==> config.mk <==
export PLATFORM = sky130hd
export DESIGN_NAME = rocket_pool_controller_flat
export DESIGN_NICKNAME = d
export VERILOG_FILES = /design/src/rtl/rocket_pool_if.sv /design/src/rtl/rocket_pool_controller.sv /design/src/flat_wrapper.sv
export SDC_FILE = /design/constraint.sdc
export NUM_CORES = 1
export LEC_CHECK = 0
export BUFFER_PORTS_ARGS = -buffer_cell sky130_fd_sc_hd__clkbuf_2
export CORE_ASPECT_RATIO = 0.5
export CORE_MARGIN = 5
export CORE_UTILIZATION = 41
export CTS_CLUSTER_DIAMETER = 80
export CTS_CLUSTER_SIZE = 10
export DETAILED_ROUTE_END_ITERATION = 6
export HOLD_SLACK_MARGIN = 0.15
export SLEW_MARGIN = 20
export SYNTH_ARGS = -nofsm -noshare
export SYNTH_HDL_FRONTEND = slang
export SYNTH_SLANG_ARGS = --single-unit
export TNS_END_PERCENT = 20
==> constraint.sdc <==
create_clock -name clk -period 3 [get_ports clk]
set_input_delay 0.45 -clock clk [delete_from_list [all_inputs] [get_ports clk]]
set_output_delay 0.45 -clock clk [all_outputs]
set_load 0.01 [all_outputs]
==> src/rtl/rocket_pool_if.sv <==
`timescale 1ns/1ps
`default_nettype none
// ============================================================================
// Module      : rocket_pool_if
// Description : Bundle of the frame, fire-request, collision and per-slot
//               position signals exchanged between the game layer and
//               rocket_pool_controller.
//   master : drives startOfFrame, fireReq, fireX/Y, fireSpeedX/Y, collision;
//            receives fireAck, fireSlot, fireDrop, activeMask, topLeftX/Y
//   slave  : the rocket_pool_controller side (directions mirrored)
// Revision    : 1.0 - initial release
// ============================================================================
interface rocket_pool_if #(
    parameter int NUM_ROCKETS = 4,
    parameter int COORD_W     = 11,
    parameter int SPEED_W     = 9
);
    localparam int C_SLOT_W = (NUM_ROCKETS > 1) ? $clog2(NUM_ROCKETS) : 1;

    logic                             startOfFrame;
    logic                             fireReq;
    logic signed [COORD_W-1:0]        fireX;
    logic signed [COORD_W-1:0]        fireY;
    logic signed [SPEED_W-1:0]        fireSpeedX;
    logic signed [SPEED_W-1:0]        fireSpeedY;
    logic [NUM_ROCKETS-1:0]           collision;
    logic                             fireAck;
    logic [C_SLOT_W-1:0]              fireSlot;
    logic                             fireDrop;
    logic [NUM_ROCKETS-1:0]           activeMask;
    logic [NUM_ROCKETS*COORD_W-1:0]   topLeftX;
    logic [NUM_ROCKETS*COORD_W-1:0]   topLeftY;

    modport master (
        output startOfFrame, fireReq, fireX, fireY, fireSpeedX, fireSpeedY, collision,
        input  fireAck, fireSlot, fireDrop, activeMask, topLeftX, topLeftY
    );

    modport slave (
        input  startOfFrame, fireReq, fireX, fireY, fireSpeedX, fireSpeedY, collision,
        output fireAck, fireSlot, fireDrop, activeMask, topLeftX, topLeftY
    );
endinterface
`default_nettype wire

==> src/rtl/rocket_pool_controller.sv <==
`timescale 1ns/1ps
`default_nettype none
// ============================================================================
// Module      : rocket_pool_controller
// Description : Pool of NUM_ROCKETS projectiles. Grants the lowest idle slot
//               on each fire request (subject to a frame-based reload
//               cooldown), integrates fixed-point X/Y motion once per frame
//               and retires slots on collision or on leaving the window.
//   clk    : system clock
//   resetN : asynchronous active-low reset
//   bus    : rocket_pool_if slave port (fire request/response, frame pulse,
//            collision mask, activity mask, packed per-slot positions)
// Revision    : 1.0 - initial release
// ============================================================================
module rocket_pool_controller #(
    parameter int NUM_ROCKETS   = 4,
    parameter int FRAC_BITS     = 6,
    parameter int COORD_W       = 11,
    parameter int SPEED_W       = 9,
    parameter int X_MIN         = 0,
    parameter int X_MAX         = 639,
    parameter int Y_MIN         = 0,
    parameter int Y_MAX         = 479,
    parameter int RELOAD_FRAMES = 8
) (
    input  logic            clk,
    input  logic            resetN,
    rocket_pool_if.slave    bus
);
    // Two guard bits above the integer part keep an out-of-window step from
    // wrapping back into the window before the slot retires.
    localparam int C_ACC_W  = COORD_W + FRAC_BITS + 2;
    localparam int C_SLOT_W = (NUM_ROCKETS > 1) ? $clog2(NUM_ROCKETS) : 1;
    localparam int C_CD_W   = (RELOAD_FRAMES > 0) ? $clog2(RELOAD_FRAMES + 1) : 1;

    localparam logic signed [C_ACC_W-1:0] C_X_LO = C_ACC_W'(X_MIN * (2 ** FRAC_BITS));
    localparam logic signed [C_ACC_W-1:0] C_X_HI = C_ACC_W'(X_MAX * (2 ** FRAC_BITS));
    localparam logic signed [C_ACC_W-1:0] C_Y_LO = C_ACC_W'(Y_MIN * (2 ** FRAC_BITS));
    localparam logic signed [C_ACC_W-1:0] C_Y_HI = C_ACC_W'(Y_MAX * (2 ** FRAC_BITS));

    typedef enum logic {
        S_IDLE   = 1'b0,
        S_FLYING = 1'b1
    } slot_state_t;

    slot_state_t                 state_q [NUM_ROCKETS];
    slot_state_t                 state_d [NUM_ROCKETS];
    logic signed [C_ACC_W-1:0]   acc_x_q [NUM_ROCKETS];
    logic signed [C_ACC_W-1:0]   acc_x_d [NUM_ROCKETS];
    logic signed [C_ACC_W-1:0]   acc_y_q [NUM_ROCKETS];
    logic signed [C_ACC_W-1:0]   acc_y_d [NUM_ROCKETS];
    logic signed [SPEED_W-1:0]   spd_x_q [NUM_ROCKETS];
    logic signed [SPEED_W-1:0]   spd_x_d [NUM_ROCKETS];
    logic signed [SPEED_W-1:0]   spd_y_q [NUM_ROCKETS];
    logic signed [SPEED_W-1:0]   spd_y_d [NUM_ROCKETS];
    logic [COORD_W-1:0]          pos_x_q [NUM_ROCKETS];
    logic [COORD_W-1:0]          pos_x_d [NUM_ROCKETS];
    logic [COORD_W-1:0]          pos_y_q [NUM_ROCKETS];
    logic [COORD_W-1:0]          pos_y_d [NUM_ROCKETS];

    logic [C_CD_W-1:0]           cooldown_q;
    logic [C_CD_W-1:0]           cooldown_d;
    logic                        fire_ack_q;
    logic                        fire_ack_d;
    logic                        fire_drop_q;
    logic                        fire_drop_d;
    logic [C_SLOT_W-1:0]         fire_slot_q;
    logic [C_SLOT_W-1:0]         fire_slot_d;

    logic                        w_alloc_found;
    logic [C_SLOT_W-1:0]         w_alloc_idx;
    logic                        w_accept;
    logic [NUM_ROCKETS-1:0]      w_out_of_win;
    logic signed [C_ACC_W-1:0]   w_load_x;
    logic signed [C_ACC_W-1:0]   w_load_y;

    // ------------------------------------------------------------------------
    // Allocation: lowest-index idle slot, judged on pre-edge state so a slot
    // retiring at this edge is still seen as busy.
    // ------------------------------------------------------------------------
    always_comb begin
        w_alloc_found = 1'b0;
        w_alloc_idx   = '0;
        for (int i = 0; i < NUM_ROCKETS; i++) begin
            if (!w_alloc_found && (state_q[i] == S_IDLE)) begin
                w_alloc_found = 1'b1;
                w_alloc_idx   = C_SLOT_W'(i);
            end
        end
        w_accept = bus.fireReq && (cooldown_q == '0) && w_alloc_found;
        w_load_x = {{(C_ACC_W-COORD_W){bus.fireX[COORD_W-1]}}, bus.fireX} << FRAC_BITS;
        w_load_y = {{(C_ACC_W-COORD_W){bus.fireY[COORD_W-1]}}, bus.fireY} << FRAC_BITS;
    end

    // Window check on the registered accumulator; the retire happens one edge
    // after the out-of-window position was stored.
    always_comb begin
        w_out_of_win = '0;
        for (int i = 0; i < NUM_ROCKETS; i++) begin
            w_out_of_win[i] = (acc_x_q[i] < C_X_LO) || (acc_x_q[i] > C_X_HI) ||
                              (acc_y_q[i] < C_Y_LO) || (acc_y_q[i] > C_Y_HI);
        end
    end

    // ------------------------------------------------------------------------
    // Per-slot next state, motion and load
    // ------------------------------------------------------------------------
    always_comb begin
        for (int i = 0; i < NUM_ROCKETS; i++) begin
            state_d[i] = state_q[i];
            acc_x_d[i] = acc_x_q[i];
            acc_y_d[i] = acc_y_q[i];
            spd_x_d[i] = spd_x_q[i];
            spd_y_d[i] = spd_y_q[i];
            pos_x_d[i] = acc_x_q[i][FRAC_BITS +: COORD_W];
            pos_y_d[i] = acc_y_q[i][FRAC_BITS +: COORD_W];

            case (state_q[i])
                S_FLYING: begin
                    // Retiring slots freeze: collision beats a coincident frame.
                    if (bus.collision[i] || w_out_of_win[i]) begin
                        state_d[i] = S_IDLE;
                    end else if (bus.startOfFrame) begin
                        acc_x_d[i] = acc_x_q[i] +
                            {{(C_ACC_W-SPEED_W){spd_x_q[i][SPEED_W-1]}}, spd_x_q[i]};
                        acc_y_d[i] = acc_y_q[i] +
                            {{(C_ACC_W-SPEED_W){spd_y_q[i][SPEED_W-1]}}, spd_y_q[i]};
                    end
                end
                default: begin
                    if (w_accept && (w_alloc_idx == C_SLOT_W'(i))) begin
                        state_d[i] = S_FLYING;
                        acc_x_d[i] = w_load_x;
                        acc_y_d[i] = w_load_y;
                        spd_x_d[i] = bus.fireSpeedX;
                        spd_y_d[i] = bus.fireSpeedY;
                    end
                end
            endcase
        end
    end

    // ------------------------------------------------------------------------
    // Cooldown and fire response
    // ------------------------------------------------------------------------
    always_comb begin
        cooldown_d = cooldown_q;
        if (w_accept) begin
            cooldown_d = C_CD_W'(RELOAD_FRAMES);
        end else if (bus.startOfFrame && (cooldown_q != '0)) begin
            cooldown_d = cooldown_q - C_CD_W'(1);
        end
        fire_ack_d  = w_accept;
        fire_drop_d = bus.fireReq && !w_accept;
        fire_slot_d = w_accept ? w_alloc_idx : fire_slot_q;
    end

    always_ff @(posedge clk or negedge resetN) begin
        if (!resetN) begin
            for (int i = 0; i < NUM_ROCKETS; i++) begin
                state_q[i] <= S_IDLE;
                acc_x_q[i] <= '0;
                acc_y_q[i] <= '0;
                spd_x_q[i] <= '0;
                spd_y_q[i] <= '0;
                pos_x_q[i] <= '0;
                pos_y_q[i] <= '0;
            end
            cooldown_q  <= '0;
            fire_ack_q  <= 1'b0;
            fire_drop_q <= 1'b0;
            fire_slot_q <= '0;
        end else begin
            for (int i = 0; i < NUM_ROCKETS; i++) begin
                state_q[i] <= state_d[i];
                acc_x_q[i] <= acc_x_d[i];
                acc_y_q[i] <= acc_y_d[i];
                spd_x_q[i] <= spd_x_d[i];
                spd_y_q[i] <= spd_y_d[i];
                pos_x_q[i] <= pos_x_d[i];
                pos_y_q[i] <= pos_y_d[i];
            end
            cooldown_q  <= cooldown_d;
            fire_ack_q  <= fire_ack_d;
            fire_drop_q <= fire_drop_d;
            fire_slot_q <= fire_slot_d;
        end
    end

    // ------------------------------------------------------------------------
    // Outputs
    // ------------------------------------------------------------------------
    assign bus.fireAck  = fire_ack_q;
    assign bus.fireDrop = fire_drop_q;
    assign bus.fireSlot = fire_slot_q;

    generate
        for (genvar g = 0; g < NUM_ROCKETS; g++) begin : g_slot_out
            assign bus.activeMask[g]                     = (state_q[g] == S_FLYING);
            assign bus.topLeftX[g*COORD_W +: COORD_W]    = pos_x_q[g];
            assign bus.topLeftY[g*COORD_W +: COORD_W]    = pos_y_q[g];
        end
    endgenerate

endmodule
`default_nettype wire
==> src/flat_wrapper.sv <==
// flat-port wrapper written by rule: the top's interface ports become plain ports
module rocket_pool_controller_flat 
#(
    parameter int NUM_ROCKETS   = 4,
    parameter int FRAC_BITS     = 6,
    parameter int COORD_W       = 11,
    parameter int SPEED_W       = 9,
    parameter int X_MIN         = 0,
    parameter int X_MAX         = 639,
    parameter int Y_MIN         = 0,
    parameter int Y_MAX         = 479,
    parameter int RELOAD_FRAMES = 8
)
  (clk, resetN, bus_startOfFrame, bus_fireReq, bus_fireX, bus_fireY, bus_fireSpeedX, bus_fireSpeedY, bus_collision, bus_fireAck, bus_fireSlot, bus_fireDrop, bus_activeMask, bus_topLeftX, bus_topLeftY);
  rocket_pool_if #(.NUM_ROCKETS(NUM_ROCKETS), .COORD_W(COORD_W), .SPEED_W(SPEED_W)) bus_i ();
  input  logic clk;
  input  logic resetN;
  input wire logic [$bits(bus_i.startOfFrame)-1:0] bus_startOfFrame;
  input wire logic [$bits(bus_i.fireReq)-1:0] bus_fireReq;
  input wire logic [$bits(bus_i.fireX)-1:0] bus_fireX;
  input wire logic [$bits(bus_i.fireY)-1:0] bus_fireY;
  input wire logic [$bits(bus_i.fireSpeedX)-1:0] bus_fireSpeedX;
  input wire logic [$bits(bus_i.fireSpeedY)-1:0] bus_fireSpeedY;
  input wire logic [$bits(bus_i.collision)-1:0] bus_collision;
  output wire logic [$bits(bus_i.fireAck)-1:0] bus_fireAck;
  output wire logic [$bits(bus_i.fireSlot)-1:0] bus_fireSlot;
  output wire logic [$bits(bus_i.fireDrop)-1:0] bus_fireDrop;
  output wire logic [$bits(bus_i.activeMask)-1:0] bus_activeMask;
  output wire logic [$bits(bus_i.topLeftX)-1:0] bus_topLeftX;
  output wire logic [$bits(bus_i.topLeftY)-1:0] bus_topLeftY;
  assign bus_i.startOfFrame = bus_startOfFrame;
  assign bus_i.fireReq = bus_fireReq;
  assign bus_i.fireX = bus_fireX;
  assign bus_i.fireY = bus_fireY;
  assign bus_i.fireSpeedX = bus_fireSpeedX;
  assign bus_i.fireSpeedY = bus_fireSpeedY;
  assign bus_i.collision = bus_collision;
  assign bus_fireAck = bus_i.fireAck;
  assign bus_fireSlot = bus_i.fireSlot;
  assign bus_fireDrop = bus_i.fireDrop;
  assign bus_activeMask = bus_i.activeMask;
  assign bus_topLeftX = bus_i.topLeftX;
  assign bus_topLeftY = bus_i.topLeftY;
  rocket_pool_controller #(.NUM_ROCKETS(NUM_ROCKETS), .FRAC_BITS(FRAC_BITS), .COORD_W(COORD_W), .SPEED_W(SPEED_W), .X_MIN(X_MIN), .X_MAX(X_MAX), .Y_MIN(Y_MIN), .Y_MAX(Y_MAX), .RELOAD_FRAMES(RELOAD_FRAMES)) u_core (.clk(clk), .resetN(resetN), .bus(bus_i));
endmodule
# Yosys cells after proc, flatten, opt, wreduce, memory -nomap -nowiden
# Cells that the tools add are included.
op_classes:
  n_addsub: 9
  magnitude_cmp: 16
  eq_ne: 11
  mux: 53
  n_bitwise: 4
  n_reduce_logical: 46
op_table:
  columns: ["cell", "n"]
  rows:
  - ["19-bit 2-to-1 mux", 32]
  - ["19-bit adder", 8]
  - ["19-bit by 1-bit less-than comparator with 1-bit output, second input constant", 8]
  - ["19-bit by 16-bit > comparator with 1-bit output, second input constant", 4]
  - ["19-bit by 17-bit > comparator with 1-bit output, second input constant", 4]
  - ["1-bit 2-to-1 mux", 17]
  - ["1-bit logical OR", 16]
  - ["2-bit != test, second input constant", 8]
  - ["3-bit AND reduction", 4]
  - ["1-bit logical AND", 11]
  - ["2-bit nonzero test", 5]
  - ["4-bit 2-to-1 mux", 2]
  - ["2-bit AND reduction", 4]
  - ["2-bit equality test, second input constant", 2]
  - ["4-bit zero test", 1]
  - ["2-bit 2-to-1 mux", 2]
  - ["1-bit inverter", 4]
  - ["4-bit nonzero test", 1]
  - ["4-bit by 1-bit subtractor with 4-bit output, second input constant", 1]
  - ["1-bit zero test", 3]
  - ["2-bit by 1-bit equality test with 1-bit output, second input constant", 1]
  - ["2-bit zero test", 1]
word_totals:
  reg_bits: 324
  in_bits: 48
  out_inout_bits: 96
  elab_cells: 171

# Logic depth before layout (Yosys ltp)
# Gate-level depths: netlist of the first run.
depth:
  word_depth: 13
  mapped_depth: 13
  depth_no_buf: 12

# Worst setup path after synthesis of the first run
# No wires, ideal clock.
synth_timing:
  path_type: "flip-flop to flip-flop"
  from: "reg u_core.spd_y_q[8] (netlist bit)"
  to: "reg u_core.acc_y_q[17] (netlist bit)"
  setup_time_ns: 0.119
  t_arrival_ns: 2.571
  t_required_ns: 2.881
  setup_slack_ns: 0.310
  path_stages_with_launch: 11
  n_path_buf: 0
  period_less_slack_ns: 2.690
  cell_sequence: "dfrtp_1 > ha_1 > a21o_1 > a21o_1 > a211o_1 > a41oi_2 > a211oi_1 > o211ai_1 > nand3_1 > a311o_1 > o21a_1"
synth_via:
  elab_chain_cells: 4
synth_lines:
  columns: ["element", "line_no", "rtl"]
  rows:
  - ["start: declaration", "rocket_pool_controller.sv:54", "logic signed [SPEED_W-1:0] spd_y_q [NUM_ROCKETS];"]
  - ["start signal: indexed assignment", "rocket_pool_controller.sv:179", "spd_y_q[i] <= spd_y_d[i];"]
  - ["19-bit adder", "rocket_pool_controller.sv:126", "acc_y_d[i] = acc_y_q[i] +"]
  - ["19-bit 2-to-1 mux", "rocket_pool_controller.sv:123", "end else if (bus.startOfFrame) begin"]
  - ["19-bit 2-to-1 mux", "rocket_pool_controller.sv:121", "if (bus.collision[i] || w_out_of_win[i]) begin"]
  - ["19-bit 2-to-1 mux", "rocket_pool_controller.sv:118", "case (state_q[i])"]
  - ["end signal: indexed assignment", "rocket_pool_controller.sv:177", "acc_y_q[i] <= acc_y_d[i];"]
  - ["end: declaration", "rocket_pool_controller.sv:50", "logic signed [C_ACC_W-1:0] acc_y_q [NUM_ROCKETS];"]
# Every way passes these cells. The select of a mux whose other input is x is not followed.
# A chain may end at the register's enable or synchronous reset.

# Worst setup path in the final report of the first run
layout_timing:
  from: "reg u_core.acc_y_q[2] (netlist bit)"
  to: "reg u_core.acc_y_q[17] (netlist bit)"
layout_via:
  elab_chain_cells: 6
  elab_cells_between_ends: 11
  classes_between: "add/sub (1); order compare (2); eq/ne (1); mux (3); reduce/logical (4)"
layout_lines:
  columns: ["element", "line_no", "rtl"]
  rows:
  - ["19-bit by 1-bit less-than comparator with 1-bit output", "rocket_pool_controller.sv:101", "(acc_y_q[i] < C_Y_LO) || (acc_y_q[i] > C_Y_HI);"]
  - ["1-bit logical OR", "rocket_pool_controller.sv:100", "w_out_of_win[i] = (acc_x_q[i] < C_X_LO) || (acc_x_q[i] > C_X_HI) ||"]
  - ["1-bit logical OR", "rocket_pool_controller.sv:101", null]
  - ["1-bit logical OR", "rocket_pool_controller.sv:121", null]
  - ["2-bit != test (no line)", null, null]
  - ["3-bit AND reduction (no line)", null, null]
# Several ways; a longest one is shown, not always the timed one. The select of a mux whose other input is x is not followed.

==> results of run 1 <==
worst max-delay path by stage:
stage / start / to / slack (ps) / cells after the start
2_1_floorplan: u_core.spd_y_q[8]$_DFFE_PN0P_ / u_core.acc_y_q[17]$_DFFE_PN0P_ / 310 / 10
4_1_cts: u_core.acc_x_q[0]$_DFFE_PN0P_ / u_core.acc_x_q[18]$_DFFE_PN0P_ / 90 / 12
5_1_grt: u_core.spd_y_q[0]$_DFFE_PN0P_ / u_core.acc_y_q[18]$_DFFE_PN0P_ / -10 / 12
6_report: u_core.acc_y_q[2]$_DFFE_PN0P_ / u_core.acc_y_q[17]$_DFFE_PN0P_ / 130 / 10
3_5_place_dp: u_core.acc_x_q[0]$_DFFE_PN0P_ / u_core.acc_x_q[18]$_DFFE_PN0P_ / 110 / 12
3_3_place_gp: u_core.acc_x_q[0]$_DFFE_PN0P_ / u_core.acc_x_q[18]$_DFFE_PN0P_ / 180 / 12
cells by family after synthesis:
group,share of synthesized area
buffers and inverters,0.0302
AND/OR/NAND/NOR,0.160
XOR/XNOR,0.0455
flip-flops,0.435
adder cells (fa/ha/maj),0.106
AO/OA/AOI/OAI,0.181
multiplexers,0.0421
metrics by stage:
step / utilization / hold slack (ps)
final: 0.477 / 199
after global placement: 0.453 / 418
after detailed placement: 0.453 / 424
after global routing: 0.477 / 183
after floorplan: - / 154
after CTS: 0.476 / 183
routing by layer:
metal / vias up / track usage / share of wire
met5: - / 0 / 0
met4: 0 / 0.0425 / 0.017
met3: 60 / 0.0386 / 0.052
met2: 310 / 0.346 / 0.46
met1: 7375 / 0.304 / 0.47
li1: 7436 / - / -
layout by cell type (no fill, tap or decap), drive strengths merged, types with 61 or more instances in the layout:
cell type	synthesis	layout
a21o	61	61
a21oi	124	124
buf	13	66
clkbuf	56	184
dfrtp	324	324
ha	145	145
inv	73	73
nand2	344	344
nor2	83	83
o21ai	166	166
xnor2	67	67
power groups by stage:
stage / sequential (W) / combinational [W] / clock, W
final: 0.00595 / 0.00449 / 0.00417
after global routing: 0.00605 / 0.00507 / 0.00448
after CTS: 0.00594 / 0.00447 / 0.00428
after detailed placement: 0.00601 / 0.00446 / 0
after global placement: 0.00599 / 0.00438 / 0
after floorplan: 0.00594 / 0.00301 / 0
registers in the layout, summed over array words and instances, names as in the netlist:
register / cells
u_core.acc_y_q: 76
u_core.spd_x_q: 36
u_core.bus.fireDrop: 1
u_core.cooldown_q: 4
u_core.bus.fireSlot: 2
u_core.bus.activeMask: 4
u_core.bus.topLeftY: 44
u_core.bus.fireAck: 1
u_core.acc_x_q: 76
u_core.bus.topLeftX: 44
u_core.spd_y_q: 36
layout make-up:
type	count	area (um2)
Clock inverter	1	8.76
Inverter	75	282
Clock buffer	42	1030
Timing Repair Buffer	209	1290
Tap cell	598	748
Multi-Input combinational cell	1515	10000
Fill cell	4225	23600
Sequential cell	324	8110
what timing repair did:
action | 4_1_cts | 5_1_grt
buffers inserted | 0 | 2
hold endpoints to repair | 70 | 0
setup endpoints to repair | 0 | 24
hold buffers | 1 | 0
resized for setup | 0 | 16
worst reg2reg max path, cell delays in order (launching register included):
cell and delay, ps:
dfrtp_1 400, ha_1 330, o21ai_0 80, o21a_1 190, o21ai_0 340, a41oi_2 190, a211oi_1 390, o211ai_1 180
a21o_1 180, a311o_1 340, o21a_1 110
==> reports/metrics.cfg, run 1 <==
[place]
pre_cts_ws_ps=110
dpl.cell_count=2718
dp_hpwl_mm=39.5
place_congestion=0.890
postPlaceCellArea_um2=20400
portBuffers=143

[final_layout]
finalNonFillerCells=2764
drive_gt1_frac=0.140
antennaDiodeCount=0
fin_nets=2364
final_area_um2=21500
area_delta_synth_final_pct=15.3

[logic_synthesis]
ys_top_cells_by_area=dfrtp_1, ha_1, nand2_1
synth.most_common_cell=nand2_1
netlist_top_cells_count=nand2_1, dfrtp_1, o21ai_0
synth_nets=2184
synthCells=1983
synth_warnings=0
synth.distinct_cells=69
synth-seq-cells=324
syn_area_per_cell_um2=9.41
synth_area_um2=18700
ys.flop_type=dfrtp_1
synth-edff-count=0
yosysSeqAreaShare=0.435
async_flop_share=1.00
synth_top_area_share=0.435
yosysTopAreaCell=dfrtp_1

[timing]
fmax_mhz=348
tightest_slew_ps=682
setup_slack_ps=129
relSlewSlack=0.545
setup_viol=0
skew_ps=16.5
report.final.slew_viol_count=0
setup_tns_ps=0
hold_violations=0
rsz0062_at_grt=yes
fin_crit_ps=2870
fin_crit_sh=0.957

[grt]
grt_antenna_before_repair=4
gr-total-overflow=0
grt_pass1_vias=14600
grt_pass1_wl_mm=85.1
grt_usage=0.214
grt_max_degree=79

[run_status]
outcome=completed

[critical_path]
r2r_end=u_core.acc_y_q[17]$_DFFE_PN0P_
critPathKind=flop to flop
cpPeakStageDelay_ps=400
worst_setup_path_start_kind=flop
regToRegSetupSlack_ps=130
worstPathRequired_ps=3430
end_kind=flop
ff2ff_path_depth=10
crit_fanout=4
critical_path.cell_chain=ha_1 -> o21ai_0 -> o21a_1 -> o21ai_0 -> a41oi_2 -> a211oi_1 -> o211ai_1 -> a21o_1 -> a311o_1 -> o21a_1
rr_startpoint=u_core.acc_y_q[2]$_DFFE_PN0P_
cp_top_family=compound AO/OA/AOI/OAI gates
worst-path-buf-inv=0
cpMaxStageDelayCell=dfrtp_1
critPathArrivalTime_ps=3300

[floorplanning]
core-area_um2=45100
dieWidth_um=312
fp.dieH_um=161
num_rows=55
die_area_um2=50100
initial_core_util=0.414
io_pins=144

[clock_tree]
cts.clk_slew.worst_paths_ps=60
worstSkewPairLatency_ps=540
clockBufferDepth=3
cts_htree_levels=2
clock-sinks=324
cts_root_buf=clkbuf_16
cts_tree=built
numCtsBuffers=38

[hold_path]
hp-class=primary input to flop
hold_depth=2
hold_end=u_core.bus.fireDrop$_DFF_PN0_
hp-start=bus_fireReq

[drt]
wl_mm=54.6
drc=0
drt.antenna.violating_nets=0
route.vias.total=15200
drt-initial-drc-count=1133
vias_per_cell=5.49
first_pass_iters=5
wl_per_cell_um=19.8

[power]
power.density_nw_per_um2=679
power_w=0.0146
internal_power_w=0.00954
combPwrFrac=0.307
seqPwrFrac=0.407
switching_share=0.347
p_switching_w=0.00507
p_leak_nw=10.8
peakVddDrop_mv=0.332
clkPwrFrac=0.286

[job]
cap_violations=0

(Power assumes the default switching activity.)
==> run 2: changes to the inputs <==
Settings changed: ABC_CLOCK_PERIOD_IN_PS set to 3000, MAX_ROUTING_LAYER set to met4.
==> run 2 against run 1 <==
Non-clock buffer count is the same. Setup slack gained 1.5 ps. Clock power is essentially flat. Count of clock-buffer cells in the layout is the same. Routed wire length is essentially flat. Register-to-register slack is essentially flat. Critical path depth is the same. Largest cell class unchanged. First-iteration DRC count grew 4.2%. Clock skew is essentially flat.
==> reports/metrics.cfg, run 2 (synthesized netlist as in run 1, its figures left out) <==
[critical_path]
worstPathRequired_ps=3430
worst-path-buf-inv=0
critPathKind=flop to flop
worst_setup_path_start_kind=flop
end_kind=flop
critPathArrivalTime_ps=3300
regToRegSetupSlack_ps=130
critical_path.cell_chain=ha_1 -> o21ai_0 -> o21a_1 -> o21ai_0 -> a41oi_2 -> a211oi_1 -> o211ai_1 -> a21o_1 -> a311o_1 -> o21a_1
cpMaxStageDelayCell=dfrtp_1
crit_fanout=4
cpPeakStageDelay_ps=400
cp_top_family=compound AO/OA/AOI/OAI gates

[run_status]
outcome=completed

[timing]
fmax_mhz=349
relSlewSlack=0.537
setup_viol=0
hold_violations=0
tightest_slew_ps=695
report.final.slew_viol_count=0
fin_crit_ps=2870
setup_slack_ps=131
fin_crit_sh=0.956
rsz0062_at_grt=yes
skew_ps=16.9

[power]
internal_power_w=0.00954
power_w=0.0146
p_leak_nw=10.8
clkPwrFrac=0.286
p_switching_w=0.00508
seqPwrFrac=0.407
power.density_nw_per_um2=680
switching_share=0.347
peakVddDrop_mv=0.335
combPwrFrac=0.307

[floorplanning]
io_pins=144
fp.dieH_um=161
die_area_um2=50100
dieWidth_um=312
initial_core_util=0.414
num_rows=55
core-area_um2=45100

[final_layout]
drive_gt1_frac=0.140
antennaDiodeCount=0
layout_commonest_cell=nand2_1
final_area_um2=21500
fin_nets=2364
area_delta_synth_final_pct=15.3
finalNonFillerCells=2764
final_cell_mix=nand2_1, dfrtp_1, o21ai_0, ha_1, clkbuf_2
top_regs=u_core.acc_x_q: 76 flops, u_core.acc_y_q: 76 flops

[grt]
grt_pass1_vias=14600
grt_usage=0.220
grt_antenna_before_repair=4
grt_pass1_wl_mm=85.0
gr-total-overflow=0
grt_max_degree=79

[clock_tree]
cts.clk_slew.worst_paths_ps=60
worstSkewPairLatency_ps=540
clockBufferDepth=3
clock-sinks=324
cts_htree_levels=2
numCtsBuffers=38
cts_root_buf=clkbuf_16
cts_tree=built

[drt]
drc=0
drt.antenna.violating_nets=0
vias_per_cell=5.49
route.vias.total=15200
first_pass_iters=5
wl_per_cell_um=19.8
drt-initial-drc-count=1181
wl_mm=54.6

[place]
dp_hpwl_mm=39.5
postPlaceCellArea_um2=20400
place_congestion=0.905
pre_cts_ws_ps=110
dpl.cell_count=2718
portBuffers=143

[hold_path]
hp-class=primary input to flop

[job]
cap_violations=0

-- run 2: cell counts in the layout (fill, tap and decap cells not counted) --
Identical to the previous run, type by type.
-- run 2: routing by layer --
layer,global-route usage,wire [um]
met4,0.0425,911
met3,0.0362,2590
met5,-,0
met2,0.347,25100
met1,0.305,26000
-- run 2: final cells by class --
type / count / area [um2]
tap: 598 / 748
multi-input combinational: 1515 / 10000
sequential: 324 / 8110
timing repair buffer: 209 / 1290
clock buffer: 42 / 1030
clock inverter: 1 / 8.76
inverter: 75 / 282
fill: 4225 / 23600
-- run 2: final timing paths --
kind / start / end / cells past startpoint
worst min register to register: u_core.acc_y_q[13]$_DFFE_PN0P_ / u_core.bus.topLeftY[40]$_DFF_PN0_ / 0
worst max register to register: u_core.acc_y_q[2]$_DFFE_PN0P_ / u_core.acc_y_q[17]$_DFFE_PN0P_ / 10
worst max-delay path: u_core.acc_y_q[2]$_DFFE_PN0P_ / u_core.acc_y_q[17]$_DFFE_PN0P_ / 10
max in group asynchronous: resetN / u_core.bus.topLeftY[4]$_DFF_PN0_ / 3
min in group asynchronous: resetN / u_core.bus.topLeftY[19]$_DFF_PN0_ / 2
worst min-delay path: bus_fireReq / u_core.bus.fireDrop$_DFF_PN0_ / 2
-- run 2: through the flow --
step           hold WS, ps  utilization  TNS (ps)
3_3_place_gp           418        0.453         0
5_1_grt                183        0.477     -12.6
2_1_floorplan          154            -         0
6_report               198        0.477         0
3_5_place_dp           424        0.453         0
4_1_cts                183        0.476         0
-- run 2: power by group through the flow --
stage               combinational, W  clock, W  sequential, W
floorplan                    0.00301         0        0.00594
global placement             0.00438         0        0.00599
detailed placement           0.00446         0        0.00601
CTS                          0.00447   0.00428        0.00594
global route                 0.00507   0.00448        0.00605
finish                       0.00448   0.00418        0.00595
-- run 2: timing repair --
item / in CTS / in global routing
setup buffers: 0 / 2
resized for setup: 0 / 16
endpoints found under the hold margin: 70 / 0
hold buffers: 1 / 0
endpoints found under the setup margin: 0 / 23
